File: src/rtl/maze_pkg.sv
// rtl/maze_pkg.sv - direction codes and key FSM states shared with the movement stage
package maze_pkg;

  localparam logic [3:0] DIR_NONE  = 4'b0000;
  localparam logic [3:0] DIR_UP    = 4'b0001;
  localparam logic [3:0] DIR_DOWN  = 4'b0010;
  localparam logic [3:0] DIR_RIGHT = 4'b0100;
  localparam logic [3:0] DIR_LEFT  = 4'b1000;

  typedef enum logic [1:0] {
    ST_IDLE,
    ST_DELAY,
    ST_REPEAT,
    ST_WAIT_RELEASE
  } key_state_e;

  // Bit order of pressed matches the one-hot codes, so the winner maps directly.
  function automatic logic [3:0] priority_dir(input logic [3:0] pressed);
    logic [3:0] dir;
    dir = DIR_NONE;
    if (pressed[0])      dir = DIR_UP;
    else if (pressed[1]) dir = DIR_DOWN;
    else if (pressed[2]) dir = DIR_RIGHT;
    else if (pressed[3]) dir = DIR_LEFT;
    return dir;
  endfunction

endpackage

File: src/rtl/key_debouncer.sv
// rtl/key_debouncer.sv - 2-FF synchroniser plus debounce counter for one active-low key
module key_debouncer #(
  parameter int DEBOUNCE_CYCLES = 50000
) (
  input  logic clock,
  input  logic reset,
  input  logic key_n,
  output logic pressed
);

  localparam int CW = $clog2(DEBOUNCE_CYCLES + 1);
  localparam logic [CW-1:0] CNT_LAST = CW'(DEBOUNCE_CYCLES - 1);

  logic          sync1_q, sync1_d;
  logic          sync2_q, sync2_d;
  logic          pressed_q, pressed_d;
  logic [CW-1:0] cnt_q, cnt_d;
  logic          differs;

  always_comb begin
    sync1_d   = key_n;
    sync2_d   = sync1_q;
    pressed_d = pressed_q;
    cnt_d     = '0;
    differs   = (~sync2_q) != pressed_q;
    // Any agreeing cycle restarts the count, so only an unbroken run flips the state.
    if (differs) begin
      if (cnt_q == CNT_LAST) begin
        pressed_d = ~pressed_q;
        cnt_d     = '0;
      end else begin
        cnt_d = cnt_q + CW'(1);
      end
    end
  end

  always_ff @(posedge clock) begin
    if (reset) begin
      sync1_q   <= 1'b1;
      sync2_q   <= 1'b1;
      pressed_q <= 1'b0;
      cnt_q     <= '0;
    end else begin
      sync1_q   <= sync1_d;
      sync2_q   <= sync2_d;
      pressed_q <= pressed_d;
      cnt_q     <= cnt_d;
    end
  end

  assign pressed = pressed_q;

endmodule

File: src/rtl/maze_direction_keys.sv
// rtl/maze_direction_keys.sv - debounced push-buttons to one-cycle direction pulses with auto-repeat
module maze_direction_keys
  import maze_pkg::*;
#(
  parameter int DEBOUNCE_CYCLES = 50000,
  parameter int REPEAT_DELAY    = 25000000,
  parameter int REPEAT_PERIOD   = 10000000
) (
  input  logic       clock,
  input  logic       reset,
  input  logic [3:0] key_n,
  input  logic       enable,
  output logic [3:0] player_direction,
  output logic       key_held
);

  localparam int RMAX = (REPEAT_DELAY > REPEAT_PERIOD) ? REPEAT_DELAY : REPEAT_PERIOD;
  localparam int RW   = $clog2(RMAX + 1);
  localparam logic [RW-1:0] DELAY_LAST  = RW'(REPEAT_DELAY - 1);
  localparam logic [RW-1:0] PERIOD_LAST = RW'(REPEAT_PERIOD - 1);

  logic [3:0]    pressed;
  key_state_e    state_q, state_d;
  logic [3:0]    active_q, active_d;
  logic [RW-1:0] cnt_q, cnt_d;
  logic [3:0]    dir_q, dir_d;
  logic          active_released;

  for (genvar i = 0; i < 4; i++) begin : g_key
    key_debouncer #(
      .DEBOUNCE_CYCLES(DEBOUNCE_CYCLES)
    ) u_debouncer (
      .clock  (clock),
      .reset  (reset),
      .key_n  (key_n[i]),
      .pressed(pressed[i])
    );
  end

  assign active_released = (pressed & active_q) == 4'b0000;

  always_comb begin
    state_d  = state_q;
    active_d = active_q;
    cnt_d    = cnt_q;
    dir_d    = DIR_NONE;
    if (!enable) begin
      state_d = ST_WAIT_RELEASE;
      cnt_d   = '0;
    end else begin
      case (state_q)
        ST_IDLE: begin
          if (|pressed) begin
            dir_d    = priority_dir(pressed);
            active_d = priority_dir(pressed);
            cnt_d    = '0;
            state_d  = ST_DELAY;
          end
        end
        ST_DELAY: begin
          // Release wins over a coincident repeat pulse.
          if (active_released) begin
            cnt_d   = '0;
            state_d = ST_IDLE;
          end else if (cnt_q == DELAY_LAST) begin
            dir_d   = active_q;
            cnt_d   = '0;
            state_d = ST_REPEAT;
          end else begin
            cnt_d = cnt_q + RW'(1);
          end
        end
        ST_REPEAT: begin
          if (active_released) begin
            cnt_d   = '0;
            state_d = ST_IDLE;
          end else if (cnt_q == PERIOD_LAST) begin
            dir_d = active_q;
            cnt_d = '0;
          end else begin
            cnt_d = cnt_q + RW'(1);
          end
        end
        ST_WAIT_RELEASE: begin
          if (pressed == 4'b0000) state_d = ST_IDLE;
        end
        default: state_d = ST_IDLE;
      endcase
    end
  end

  always_ff @(posedge clock) begin
    if (reset) begin
      state_q  <= ST_IDLE;
      active_q <= DIR_NONE;
      cnt_q    <= '0;
      dir_q    <= DIR_NONE;
    end else begin
      state_q  <= state_d;
      active_q <= active_d;
      cnt_q    <= cnt_d;
      dir_q    <= dir_d;
    end
  end

  assign player_direction = dir_q;
  assign key_held         = (state_q == ST_DELAY) || (state_q == ST_REPEAT);

endmodule

File: config.mk
export PLATFORM = sky130hd
export DESIGN_NAME = maze_direction_keys
export DESIGN_NICKNAME = d
export VERILOG_FILES = /design/src/rtl/maze_pkg.sv /design/src/rtl/key_debouncer.sv /design/src/rtl/maze_direction_keys.sv
export SDC_FILE = /design/constraint.sdc
export NUM_CORES = 1
export LEC_CHECK = 0
export CORE_ASPECT_RATIO = 0.6
export CORE_UTILIZATION = 29
export CTS_CLUSTER_DIAMETER = 40
export CTS_CLUSTER_SIZE = 28
export DETAILED_ROUTE_END_ITERATION = 7
export PLACE_DENSITY_LB_ADDON = 0.2
export SKIP_CTS_REPAIR_TIMING = 1
export SLEW_MARGIN = 20
export SYNTH_ARGS = -nofsm -noshare
export SYNTH_HDL_FRONTEND = slang
export SYNTH_SLANG_ARGS = --single-unit
File: constraint.sdc
create_clock -name clock -period 4.35 [get_ports clock]
set_clock_uncertainty 0.2 [all_clocks]
set_input_delay 0.87 -clock clock [delete_from_list [all_inputs] [get_ports clock]]
set_output_delay 0.87 -clock clock [all_outputs]
set_load 0.01 [all_outputs]
==> results.tsv <==
stage	metric	value	unit
run_status	outcome	finished, final reports clean	
route	mean routed wirelength per cell	12.6	um
yosys	Mapped Cells	593	
finish	area added between synthesis and finish	11.6	%
critical_path	Worst Path Arrival	1.92	ns
die	IO Count	12	
clock_network	clk sinks	111	
die	Row Count	37	
sta	max-slew violations	0	
route	first-pass detailed-route iteration total	5	
die	Die Height	104	um
yosys	Synth warnings	0	
power_and_ir_drop	Worst VDD drop	0.164	mV
sta	unrepaired setup endpoints after global routing	false	
die	Starting Density	29.6	%
critical_path	Crit path largest cell delay	0.60	ns
yosys	most frequent cell after synthesis	dfxtp_1	
clock_network	clock tree buffer depth	2	
yosys	Yosys top cell area share	43.9	%
critical_path	startpoint types	flip-flop	
run	max-cap violation count	0	
route	via/cell ratio	4.74	
yosys	Primary FF master, synth	dfxtp_1	
sta	Max Clock Freq	0.334	GHz
critical_path	required time of the critical path	3.28	ns
yosys	top post-synthesis cells by count	111 x dfxtp_1, 97 x nor2_1, 51 x nand2_1, 37 x xor2_1, 36 x nand3_1	
sta	Worst-Margin Slew	0.779	ns
die	Die X	173	um
finish	filler cell count	1797	
yosys	synthesized area	0.00507	mm2
sta	post-route minimum period	2.99	ns
yosys	Post-synth ARST share	0	%
route	Routed Antenna Nets	0	
die	overall die area	0.0180	mm2
sta	fin crit share	68.8	%
critical_path	CP max FO	5	
die	core area	0.0171	mm2
global_route	vias in the first global route	3530	
sta	Hold Violations, Final	0	
finish	layout cells sized above 1	5.68	%
finish	Register Area	0.00222	mm2
critical_path	Worst setup EP type	primary output	
yosys	synth top area cells	dfxtp_1 44%, nor2_1 7.2%, xor2_1 6.4%, nand2_1 3.8%, xnor2_1 3.6%	
finish	post-layout net count	611	
placed_design	HPWL after detailed placement	7.54	mm
clock_network	total CTS buffers	9	
finish	# diodes	0	
finish	Design Area, Final	0.00565	mm2
placed_design	Placed Area	0.00536	mm2
clock_network	Clock Tree Root	clkbuf_16	
hold_path	HP Class	reg -> reg	
critical_path	worst-path cell chain	inv_1, ha_1, clkdlybuf4s50_1	
clock_network	H-tree depth	3	
power_and_ir_drop	leakage power	1.80	nW
global_route	All-Layer GR Usage	11.9	%
critical_path	CP max-delay cell	clkdlybuf4s50_1	
power_and_ir_drop	Power Density	334	mW/mm2
route	post-route DRC violation count	0	
route	Routed met1 length	6.07	mm
route	met3 routed WL	400	um
yosys	Mean Syn Cell Area	8.55	um2
finish	Cell Count, Final, Fillers Out	833	
global_route	initial antenna violation count	0	
yosys	net count after synthesis	610	
global_route	pin count of the biggest net entering global routing	21	
sta	Final Setup Violations	0	
sta	Total Negative Setup Slacks	0	ns
yosys	dominant cell type by area after synthesis	dfxtp_1	
clock_network	clock slew at reported path FFs	0.08	ns
sta	worst hold slack	0.211	ns
clock_network	Clk Latency, worst-skew pair	0.35	ns
clock_network	CTS tree	done	
global_route	grt ovf	0	
placed_design	Buffers on Ports	11	
yosys	sequential share of the synthesized area	43.9	%
critical_path	critical path type	reg -> out	
route	1st-iter DRT viols	239	
route	DR top layer	met4	
global_route	first-pass GRT wire length	17.4	mm
route	WL met2	3.92	mm
sta	Slew headroom	47.9	%
placed_design	Post-Place Cells	817	
route	routed vias	3947	
yosys	Yosys reg bits	111	
yosys	number of synthesized flops with an enable pin	0	
route	drt total wl	10.5	mm
placed_design	global placer's final weighted congestion	0.830	
yosys	Yosys cell types	56	
finish	multi-input logic area	0.00266	mm2
finish	Core Util, Final	33.0	%
==> stage by stage <==
stage	total power [mW]	worst slack [ns]
after floorplan	1.09	2.08
after global placement	1.10	1.18
after detailed placement	1.10	1.13
after CTS	1.93	1.35
after global routing	1.97	1.29
final	1.89	1.36
==> area by class of cell <==
type                    instances  share of cell area [%]
clock buffers                   9                    3.98
clock inverters                 7                    1.17
inverters                      15                   0.996
multi-input cells             443                    47.0
flip-flops and latches        111                    39.3
well taps                     234                    5.18
repair buffers                 14                    2.35
==> registers in the layout, summed over array words and instances, names as in the netlist <==
name	count
active_q	4
g_key.u_debouncer.sync2_q	4
g_key.u_debouncer.cnt_q	64
state_q	2
cnt_q	25
g_key.u_debouncer.pressed	4
player_direction	4
g_key.u_debouncer.sync1_q	4
==> power by group <==
part	switching [mW]	internal, mW
registers	0.00445	1.02
logic	0.0338	0.0210
clock network	0.407	0.403
total	0.445	1.45
==> cell usage in the layout, fill, tap and decap left out, drive strengths merged, types with 2 or more instances in the layout <==
cell type | synthesis | final
a211oi | 5 | 5
a21o | 2 | 2
a21oi | 24 | 24
a22o | 3 | 3
a22oi | 3 | 3
a31oi | 16 | 16
a32oi | 2 | 2
and2 | 6 | 6
and3 | 19 | 19
and4 | 5 | 5
and4b | 2 | 2
buf | 10 | 3
clkbuf | 14 | 9
clkdlybuf4s50 | 0 | 11
clkinv | 0 | 2
dfxtp | 111 | 111
ha | 10 | 10
inv | 15 | 19
mux2i | 7 | 7
nand2 | 51 | 51
nand2b | 5 | 5
nand3 | 36 | 36
nand4 | 24 | 24
nand4b | 2 | 2
nor2 | 97 | 97
nor2b | 2 | 2
nor3 | 11 | 11
nor3b | 2 | 2
nor4 | 3 | 3
nor4b | 4 | 4
o21ai | 11 | 11
or2 | 9 | 9
or2b | 2 | 2
or3 | 9 | 9
or4 | 2 | 2
xnor2 | 21 | 21
xor2 | 37 | 37
==> worst paths after layout <==
kind	depth (start not counted)	to	from	slack (ns)
setup / recovery	3	key_held	state_q[0]	1.36
hold / removal	1	g_key[1].u_debouncer.sync2_q	g_key[1].u_debouncer.sync1_q	0.21
setup reg to reg	8	cnt_q[17]	cnt_q[0]	1.57
hold reg to reg	1	g_key[1].u_debouncer.sync2_q	g_key[1].u_debouncer.sync1_q	0.21
==> layer usage <==
| layer | global-route usage (%) | vias to the layer above |
|---|---|---|
| met1 | 18.2 | 1806 |
| met5 | 0 | - |
| met2 | 16.0 | 71 |
| met3 | 2.92 | 7 |
| met4 | 3.22 | 0 |
| li1 | - | 2063 |
==> logic make-up (layout without fill, tap and decap cells) <==
| kind of cell | Yosys count | after routing | synth area share (%) |
|---|---|---|---|
| simple gates | 294 | 294 | 29.0 |
| flops | 111 | 111 | 43.9 |
| compound gates | 74 | 74 | 9.36 |
| xor+xnor | 58 | 58 | 10.0 |
| buf+inv | 39 | 45 | 3.70 |
| fa+ha+maj | 10 | 10 | 2.47 |
| mux | 7 | 7 | 1.63 |
==> worst max-delay path: cells and delay by family, from the launching register on <==
family / cells / cell delay, ns
adders and majority gates: 1 / 0.44
DFF: 1 / 0.44
buffers and inverters: 2 / 0.70
No activity file was read; power rests on OpenSTA's default activity.
